===== config.mk =====
export PLATFORM = sky130hd
export DESIGN_NAME = regfile_sb
export DESIGN_NICKNAME = d
export VERILOG_FILES = /design/src/rtl/regfile_sb.sv
export SDC_FILE = /design/constraint.sdc
export NUM_CORES = 1
export LEC_CHECK = 0
export BUFFER_PORTS_ARGS = -buffer_cell sky130_fd_sc_hd__buf_2
export CORE_MARGIN = 3
export CORE_UTILIZATION = 30
export CTS_CLUSTER_SIZE = 24
export DETAILED_ROUTE_END_ITERATION = 6
export PLACE_DENSITY = 0.46
export SETUP_SLACK_MARGIN = 0.4
export SLEW_MARGIN = 10
export SYNTH_ARGS = -nofsm -noshare
export SYNTH_HDL_FRONTEND = slang
export SYNTH_SLANG_ARGS = --single-unit

===== constraint.sdc =====
create_clock -name clk -period 5.1 [get_ports clk]
set_clock_uncertainty 0.1 [all_clocks]
set_input_delay 0.255 -clock clk [delete_from_list [all_inputs] [get_ports clk]]
set_output_delay 0.255 -clock clk [all_outputs]
set_load 0.02 [all_outputs]

===== src/rtl/regfile_sb.sv =====
// Register file with per-register scoreboard and a sequential clear sweep.
// Optional same-cycle write-to-read bypass when REGFILE_BYPASS_EN is defined.
//
// state | meaning
// ------+----------------------------------------------------------
// CLEAR | sweeping registers 1..DEPTH-1 to zero; writes/issues ignored
// IDLE  | normal operation; reads, writes and scoreboard updates active
module regfile_sb #(
   parameter int ADDRESS_WIDTH = 5,
   parameter int DATA_WIDTH    = 32,
   parameter int READ_PORTS    = 2
) (
   input  logic                               clk,
   input  logic                               rst_n,
   input  logic [READ_PORTS*ADDRESS_WIDTH-1:0] A,
   output logic [READ_PORTS*DATA_WIDTH-1:0]    RD,
   output logic [READ_PORTS-1:0]               Pend,
   input  logic [ADDRESS_WIDTH-1:0]            A3,
   input  logic [DATA_WIDTH-1:0]               WD3,
   input  logic                                WE3,
   input  logic                                Issue,
   input  logic [ADDRESS_WIDTH-1:0]            IssueAddr,
   input  logic                                ClrReq,
   output logic                                Ready
);

   localparam int DEPTH = 2**ADDRESS_WIDTH;
   localparam logic [ADDRESS_WIDTH-1:0] CNT_ONE  = ADDRESS_WIDTH'(1);
   localparam logic [ADDRESS_WIDTH-1:0] CNT_LAST = '1;

   typedef enum logic {CLEAR, IDLE} state_t;

   state_t                   state;
   logic [ADDRESS_WIDTH-1:0] clr_cnt;
   logic [DEPTH-1:0]         pend;
   logic [DEPTH-1:0]         pend_next;
   logic [DATA_WIDTH-1:0]    regs [DEPTH];

   // Set beats clear when Issue and WE3 hit the same register.
   always_comb begin
      pend_next = pend;
      if (WE3)
         pend_next[A3] = 1'b0;
      if (Issue)
         pend_next[IssueAddr] = 1'b1;
      pend_next[0] = 1'b0;
   end

   always_ff @(posedge clk) begin
      if (!rst_n) begin
         state   <= CLEAR;
         clr_cnt <= CNT_ONE;
         Ready   <= 1'b0;
         pend    <= '0;
      end else begin
         case (state)
            CLEAR: begin
               clr_cnt <= clr_cnt + CNT_ONE;
               if (clr_cnt == CNT_LAST) begin
                  state <= IDLE;
                  Ready <= 1'b1;
               end
            end
            IDLE: begin
               if (ClrReq) begin
                  clr_cnt <= CNT_ONE;
                  pend    <= '0;
                  state   <= CLEAR;
                  Ready   <= 1'b0;
               end else begin
                  pend <= pend_next;
               end
            end
         endcase
      end
   end

   // Storage has no reset; the sweep zeroes it once reset is released.
   always_ff @(posedge clk) begin
      if (rst_n) begin
         if (state == CLEAR)
            regs[clr_cnt] <= '0;
         else if (!ClrReq && WE3 && (A3 != '0))
            regs[A3] <= WD3;
      end
   end

   for (genvar i = 0; i < READ_PORTS; i++) begin : g_rd
      logic [ADDRESS_WIDTH-1:0] addr;
      logic                     hit;

      assign addr = A[i*ADDRESS_WIDTH +: ADDRESS_WIDTH];
`ifdef REGFILE_BYPASS_EN
      assign hit = (state == IDLE) && WE3 && (A3 != '0) && (addr == A3);
`else
      assign hit = 1'b0;
`endif
      assign RD[i*DATA_WIDTH +: DATA_WIDTH] =
         ((state != IDLE) || (addr == '0)) ? '0 :
         hit                               ? WD3 : regs[addr];
      assign Pend[i] = (state == IDLE) && !hit && pend[addr];
   end

endmodule


==> results, run 1 <==
- The synthesized design contains 1062 register bits.
- In the routed design, unresolved DRC markers number 0.
- Once placement finished, the instance area stood at 53540 µm².
- The largest single stage delay on the critical path is 0.77 ns.
- The initial cell density of the core is 30.36%.
- The congestion estimate from routability-driven global placement came to 0.8079.
- The top achievable clock speed is 0.2314 GHz.
- Hold timing on the final database bottoms out at a slack of 0.01789 ns.
- In this run the worst path has a maximum fanout of 20.
- The tree built by TritonCTS fans out to 1062 sinks.
- The analysis attributes to cell leakage a power of 16.13 nW.
- No sink is reached through more buffers than the 3 on the longest clock path.
- The core region is 163700 µm².
- The die covers 170600 µm².
- The wire length of the first global-routing pass is 235.3 mm.
- Before antenna repair, the detailed router went through 6 iterations.
- The post-synthesis sequential area ratio is 63.39%.
- The via count normalized by instance count is 5.679.
- IR analysis of the VDD net gives a maximum drop of 0.2881 mV.
- The number of global-route vias before repair came to 30350.
- Summing all non-filler instances in the final layout gives an area of 57320 µm².
- The path class of the tightest hold or removal check is in -> reg.
- The average instance area after synthesis is 18.87 µm².
- In the synthesized netlist the async set-or-reset flop fraction comes to 0%.
- The setup TNS is 0 ns.
- The summed instance area of the synthesized netlist is 49710 µm².
- The count of maximum capacitance violations is 0.
- The count of cells in the finished layout, fillers not included, comes to 5057.
- The number of I/O pins is 124.
- The final cycle utilization of the critical path is 84.73%.
- The CTS root buffer is sky130_fd_sc_hd__clkbuf_16.
- The post-detailed-routing wire length is 168.1 mm.
- The width of the die is 413.1 µm.
- The power per cell area is 328.5 nW/µm².
- From synthesis to final layout, the design area changed by 15.31%.
- The number of different library cells used by synthesis comes to 57.
- Entering global routing, the biggest net connects 80 pins.
- Clock latency on the worst-skew pair, taken at its later pin, is 0.69 ns.
- Buffers placed on the I/O ports in this run total 123.
- Detailed placement finished with a half-perimeter wire length of 105.1 mm.
- The number of warnings reported in the yosys synthesis log is 0.
- The data arrival time of the critical path is 3.97 ns.
- The number of cells in the design after placement is 4838.
- The net count after synthesis is 2693.
- At the pin with the least slew margin, the transition time is 1.221 ns.
- The clock tree synthesis step divided the H-tree into 3 levels.
- Headroom to the max-slew limit came out at 18.62%.
- The most frequent cell on the critical path is sky130_fd_sc_hd__a31oi_1.
- Setup violations remaining at the end of the flow were counted as 0.
- The number of antenna violations at the first check in global routing is 6.
- Summed over all layers, the global routing overflow is 0.
- For this design, the slowest cell found on the critical path is sky130_fd_sc_hd__dfxtp_1.
- The final period demand of the worst path is 4.321 ns.
- In the final design database the tool counted 2850 nets.
- The clock-pin slew of the registers on the worst-case setup and hold paths is 0.06 ns.
- After the first detailed-routing iteration, the DRC count stood at 2833.
- The type of the worst setup path is reg -> out.
- Row generation in the floorplan step produced 148 rows.
- The ratio of cells with drive above 1 in the final layout is 33.19%.
- STA puts the critical path data required time at 4.74 ns.
- The overall via count from detail_route is 28720.
- The remaining antenna violation count is 0.
- STA classifies the critical path endpoint as an output port.
- The overall routing resource usage is 19.55%.
- The die extent in y is 413.1 µm.
- Setup repair after global routing left no endpoint under its margin.
- The number of synthesized flops with an enable pin is 1024.
- The count of endpoints failing hold in the final timing report is 0.
- For this run, the leading register cell type out of synthesis is sky130_fd_sc_hd__edfxtp_1.
- In the final routed layout, each cell accounts on average for 33.23 µm.
- Buffers added to address setup during post-CTS repair amount to 0.
- Traced cell by cell, the critical path runs through nor2b_1 -> o41ai_4 -> buf_4 -> a31oi_1 -> a31oi_1 -> o21ai_0 -> buf_2.
- The total count of max-transition violations in the final report is 0.
- The number of clock buffers added by TritonCTS is 113.
- The flow ran to the end, and the final reports show no timing, DRC or antenna violations.
- The element type at the critical path start is a flip-flop.
- The clock tree from TritonCTS is built.
- In the synthesized netlist, the number of instances is 2634.
report_power, final:
group | total, mW | switching, mW | internal, mW | leakage [nW]
Combinational | 1.03 | 0.626 | 0.403 | 6.52
Sequential | 9.57 | 0.0495 | 9.53 | 7.85
Clock | 8.22 | 3.44 | 4.78 | 1.76
Total | 18.8 | 4.12 | 14.7 | 16.1
stage by stage:
step	total power, mW	utilization [%]	worst slack [ns]
final	18.83	35.01	0.7786
after global routing	19.38	35.01	0.6019
after CTS	19.02	34.98	0.6539
after detailed placement	10.79	32.70	1.073
after global placement	10.78	32.69	1.190
after floorplan	10.40	-	0.9967
state kept, by name, summed over array words and instances, names as in the netlist:
signal,count
Ready,1
clr_cnt,5
pend,31
regs,1024
state,1
area by class of cell:
cell class | instances | area (µm²)
tap | 2175 | 2721
inverter | 3 | 12.51
clock buffer | 144 | 3008
fill | 15278 | 106400
clock inverter | 57 | 613.1
multi-input combinational | 1364 | 17490
antenna | 5 | 12.51
sequential | 1062 | 31510
timing repair buffer | 247 | 1949
routing by layer:
layer | global-route usage [%] | vias to the layer above | share of wire [%] | wire length (µm)
met5 | 0 | - | 0.0071 | 12
met4 | 6.442 | 2 | 3.0 | 5110
met3 | 2.716 | 233 | 5.6 | 9363
met2 | 33.78 | 1087 | 51 | 85200
met1 | 25.27 | 15777 | 41 | 68380
li1 | - | 11621 | - | -
path summary, 6_finish.rpt:
check / start / end / slack [ns] / cells past startpoint
worst max-delay path: state / RD[18] / 0.78 / 7
worst min-delay path: WD3[31] / regs[15][31] / 0.02 / 2
worst max register to register: state / regs[23][13] / 1.07 / 6
worst min register to register: Ready / Ready / 0.37 / 2
logic make-up (layout without fill, tap and decap cells):
family / after synthesis / count (layout) / share of synthesized area [%]
simple gates: 281 / 281 / 2.716
other cells: 0 / 5 / 0
flops: 1062 / 1062 / 63.39
compound gates: 358 / 358 / 4.851
fa+ha+maj: 2 / 2 / 0.05034
xor+xnor: 2 / 2 / 0.03525
buf+inv: 208 / 451 / 2.039
mux: 721 / 721 / 26.92
cells in the mapped netlist (4+ instances only):
master                     instances  area [µm²]
sky130_fd_sc_hd__o21ai_0          74       370.4
sky130_fd_sc_hd__nand3_1          16       80.08
sky130_fd_sc_hd__mux2_2           25       281.5
sky130_fd_sc_hd__nand2b_1          8       50.05
sky130_fd_sc_hd__nand3b_1          4       30.03
sky130_fd_sc_hd__o31ai_1          22       165.2
sky130_fd_sc_hd__and3_1           11       68.82
sky130_fd_sc_hd__o22a_1           24       210.2
sky130_fd_sc_hd__a32oi_1           4       35.03
sky130_fd_sc_hd__clkbuf_1         65       244.0
sky130_fd_sc_hd__nand4_1          10       62.56
sky130_fd_sc_hd__mux2i_1         206        2062
sky130_fd_sc_hd__a31oi_1          18       112.6
sky130_fd_sc_hd__a22oi_1          49       367.9
sky130_fd_sc_hd__buf_4            22       165.2
sky130_fd_sc_hd__a22o_1           25       219.0
sky130_fd_sc_hd__nor2_1           61       229.0
sky130_fd_sc_hd__nor3_1            4       20.02
sky130_fd_sc_hd__nand2_1         104       390.4
sky130_fd_sc_hd__and2_1           38       237.7
sky130_fd_sc_hd__dfxtp_1          38       760.7
sky130_fd_sc_hd__a21oi_1          55       275.3
sky130_fd_sc_hd__o221ai_1         24       210.2
sky130_fd_sc_hd__buf_2           108       540.5
sky130_fd_sc_hd__mux4_2          490       11040
sky130_fd_sc_hd__nor2b_1          10       62.56
sky130_fd_sc_hd__o22ai_1          49       306.5
sky130_fd_sc_hd__buf_1             8       30.03
sky130_fd_sc_hd__edfxtp_1       1024       30750
critical path, delay by kind of cell (launching register included):
kind	cells	cell delay, ns
and+or+nand+nor	1	0.62
AOI/OAI and AO/OA	4	1.31
buffers and inverters	2	0.56
DFF	1	0.77
placed cells by master (no fill, tap or decap), types with 22 or more instances in the layout:
master | synthesis | routed
sky130_fd_sc_hd__buf_4 | 22 | 87
sky130_fd_sc_hd__clkbuf_16 | 0 | 116
sky130_fd_sc_hd__clkbuf_1 | 65 | 28
sky130_fd_sc_hd__o22ai_1 | 49 | 49
sky130_fd_sc_hd__buf_2 | 108 | 117
sky130_fd_sc_hd__buf_12 | 0 | 24
sky130_fd_sc_hd__o21ai_0 | 74 | 74
sky130_fd_sc_hd__clkinv_1 | 0 | 24
sky130_fd_sc_hd__a22oi_1 | 49 | 49
sky130_fd_sc_hd__o31ai_1 | 22 | 22
sky130_fd_sc_hd__and2_1 | 38 | 33
sky130_fd_sc_hd__o221ai_1 | 24 | 24
sky130_fd_sc_hd__nor2_1 | 61 | 31
sky130_fd_sc_hd__nand2_1 | 104 | 101
sky130_fd_sc_hd__nor2_4 | 0 | 30
sky130_fd_sc_hd__mux2i_1 | 206 | 206
sky130_fd_sc_hd__mux2_2 | 25 | 25
sky130_fd_sc_hd__o22a_1 | 24 | 24
sky130_fd_sc_hd__mux4_2 | 490 | 490
sky130_fd_sc_hd__dfxtp_1 | 38 | 38
sky130_fd_sc_hd__a21oi_1 | 55 | 55
sky130_fd_sc_hd__a22o_1 | 25 | 25
sky130_fd_sc_hd__edfxtp_1 | 1024 | 1024
timing repair:
| item | CTS | global route |
|---|---|---|
| gates resized for setup | 0 | 0 |
| endpoints found under the hold margin | 36 | 0 |
| hold buffers | 11 | 0 |
(Power assumes the default switching activity.)
==> run 2: changes to the inputs <==
==> constraint.sdc (replaced) <==
create_clock -name clk -period 4.4 [get_ports clk]
set_clock_uncertainty 0.1 [all_clocks]
set_input_delay 0.22 -clock clk [delete_from_list [all_inputs] [get_ports clk]]
set_output_delay 0.22 -clock clk [all_outputs]
set_load 0.02 [all_outputs]
==> results, run 2 (synthesis gave the netlist of run 1 again) <==
- The flow ran to the end, and the final reports show no timing, DRC or antenna violations.
- The end point of the critical path is RD[21].
- In this run the worst path has a maximum fanout of 11.
- Once the floorplan was initialized, standard cells occupied 30.36% of the core.
- At the worst endpoint, the arrival time is 3.59 ns.
- The power per cell area is 378.8 nW/µm².
- The post-CTS setup-driven buffer insertion count is 0.
- Across the run, the number of max-cap violations was 0.
- The final count of negative-setup-slack endpoints is 0.
- The placed wire-length estimate after detailed placement is 103.8 mm.
- The number of clock sinks is 1062.
- In the final layout, the multi-input gates occupy 17500 µm².
- The capturing element type of the critical path is an output port.
- The via count normalized by instance count is 5.662.
- The root buffer cell chosen for the clock tree is sky130_fd_sc_hd__clkbuf_16.
- The ratio of cells with drive above 1 in the final layout is 34.17%.
- The register with the most flip-flops in the layout has 1024 of them.
- The register with the highest flop count is regs.
- The number of cells in the design after placement is 4866.
- Global routing consumed, over all layers together, 19.97% of the routing resources.
- In this run the register-to-register setup slack is 0.84 ns.
- Entering global routing, the biggest net connects 77 pins.
- The worst-case clock buffer depth is 3.
- The setup TNS is 0 ns.
- Setup repair after global routing left no endpoint under its margin.
- The number of iterations in the first detailed-routing pass is 5.
- The die covers 170600 µm².
- The count of endpoints failing hold in the final timing report is 0.
- The slowest stage of the critical path is the sky130_fd_sc_hd__nor2b_1 cell.
- The critical path launch point is state.
- The number of antenna violations at the first check in global routing came to 6.
- The routed wire length per instance is 33.69 µm.
- On the critical path the largest part of the delay comes from compound AO/OA/AOI/OAI gates.
- The number of global-route vias before repair is 30595.
- The number of design-rule violations left by the first detailed-router iteration is 3019.
- On the worst path, the slowest cell contributes a delay of 0.55 ns.
- Static timing analysis puts the maximum clock frequency at 0.2560 GHz.
- The post-detailed-routing wire length is 171.8 mm.
- The headroom to the max-slew limit is 16.58%.
- The number of buffers and inverters on the critical path is 3.
- The startpoint identified for the worst register-to-register timing path is state.
- The layout filler cell count is 15289.
- Routability-driven placement finished with a final weighted congestion of 0.8173.
- The remaining antenna violation count is 0.
- In this run the number of cells on the critical path is 7.
- The placed instances occupy a cell area of 53760 µm².
- The flip-flop and latch area is 31510 µm².
- For this run, the number of standard cells in the final layout without fillers is 5100.
- The signal on the critical path passes through buf_4 -> nor2b_1 -> o311ai_4 -> buf_4 -> o22a_1 -> o221ai_1 -> buf_2.
- TritonCTS built the clock tree.
- The worst hold path belongs to the class in -> reg.
- The clock-pin slew of the registers on the worst-case setup and hold paths is 0.06 ns.
- The final period demand of the worst path is 3.906 ns.
- The first global-routing pass estimated 239.3 mm of wire.
- By startpoint and endpoint, the worst setup path is classified as reg -> out.
- In the routed design, unresolved DRC markers number 0.
- The element type at the critical path start is a flip-flop.
- The layout net count is 2884.
- The worst path required time is 4.08 ns.
- Among the stages of the critical path, the cell type that occurs most often is sky130_fd_sc_hd__buf_4.
- In this run the count of I/O pins placed on the die edge is 124.
- Clock latency on the worst-skew pair, taken at its later pin, is 0.72 ns.
- The slew at the pin with the worst max-slew slack is 1.249 ns.
- The most common cell after layout, fill and taps aside is sky130_fd_sc_hd__edfxtp_1.
- The top cell types in the final layout, fill and taps aside, are sky130_fd_sc_hd__edfxtp_1, sky130_fd_sc_hd__mux4_2, sky130_fd_sc_hd__mux2i_1.
- After floorplanning, the core was sized to cover 163700 µm².
- The number of levels in the clock H-tree is 3.
- The endpoint of the most critical register-to-register path is regs[26][12].
- The cell depth of the worst flop-to-flop path is 6.
- Measured along the x axis, the die boundary spans 413.1 µm.
- The number of buffer cells added on primary ports is 123.
- The largest registers in the layout are regs (1024), pend (31), clr_cnt (5).
- The final cycle utilization of the critical path is 88.78%.
- In this run, CTS created clock tree buffers numbering 112.
- The die extent in y is 413.1 µm.
- The total count of max-transition violations in the final report was 0.
- The final design area excluding fillers is 57620 µm².
- The worst IR drop on VDD is 0.2985 mV.
- The analysis attributes to cell leakage a power of 16.33 nW.
- The final route contains 28877 vias.
- The final global-route overflow total is 0.
- The growth of design area from synthesis to finish is 15.92%.
- The floorplan row count is 148.
## run 2: cell count changes in the layout (fill, tap and decap cells not counted), moves of 7 or more
cell	before	now
sky130_fd_sc_hd__buf_4	87	115
sky130_fd_sc_hd__clkbuf_1	28	18
sky130_fd_sc_hd__clkinv_2	17	24
sky130_fd_sc_hd__dlygate4sd3_1	11	20
sky130_fd_sc_hd__clkinvlp_4	3	11
## run 2: worst min-delay path by stage
stage | depth (start not counted) | to | slack (ns) | from
5_1_grt | 3 | regs[16][13] | 0.07 | WD3[13]
4_1_cts | 3 | regs[16][4] | 0.008 | WD3[4]
3_3_place_gp | 2 | clr_cnt[0] | 0.35 | rst_n
6_report | 3 | regs[16][4] | 0.07 | WD3[4]
3_5_place_dp | 2 | clr_cnt[0] | 0.37 | rst_n
2_1_floorplan | 2 | pend[10] | 0.31 | IssueAddr[3]
## run 2: layer usage
layer  GRT usage (%)  wire length (µm)  vias up
li1                -                 -    11676
met1           26.49             71170    15800
met2           33.31             84680     1153
met3           2.933             10430      246
met4           7.220              5543        2
met5               0                12        -
## run 2: cell type report
| class | instances | share of cell area (%) |
|---|---|---|
| flip-flops and latches | 1062 | 54.68 |
| diodes | 4 | 0.01737 |
| clock inverters | 77 | 1.236 |
| well taps | 2175 | 4.723 |
| multi-input cells | 1364 | 30.37 |
| inverters | 3 | 0.02171 |
| clock buffers | 133 | 5.092 |
| repair buffers | 282 | 3.852 |
## run 2: timing repair
action,4_1_cts,5_1_grt
setup endpoints to repair,4,1
hold buffers,20,0
gates resized for setup,4,1
hold endpoints to repair,61,0
## run 2: power breakdown
part,internal (mW),switching (mW)
Sequential,11.0,0.0534
Combinational,0.479,0.740
Clock,5.40,4.12
## run 2: worst register-to-register path: cells and delay by family, from the launching register on
kind / cells / cell delay, ns
AO/OA/AOI/OAI: 2 / 0.72
flip-flops: 1 / 0.48
buffers and inverters: 2 / 0.92
AND/OR/NAND/NOR: 2 / 0.98
## run 2: metrics by stage
stage          power (mW)  hold WS, ns  utilization [%]  worst slack (ns)
4_1_cts             22.06     0.008414            35.19            0.3915
5_1_grt             22.48      0.06946            35.20            0.4234
6_report            21.83      0.06693            35.20            0.4936
2_1_floorplan       12.06       0.3095                -            0.9808
3_3_place_gp        12.51       0.3472            32.84            0.9485
3_5_place_dp        12.53       0.3657            32.84            0.8415
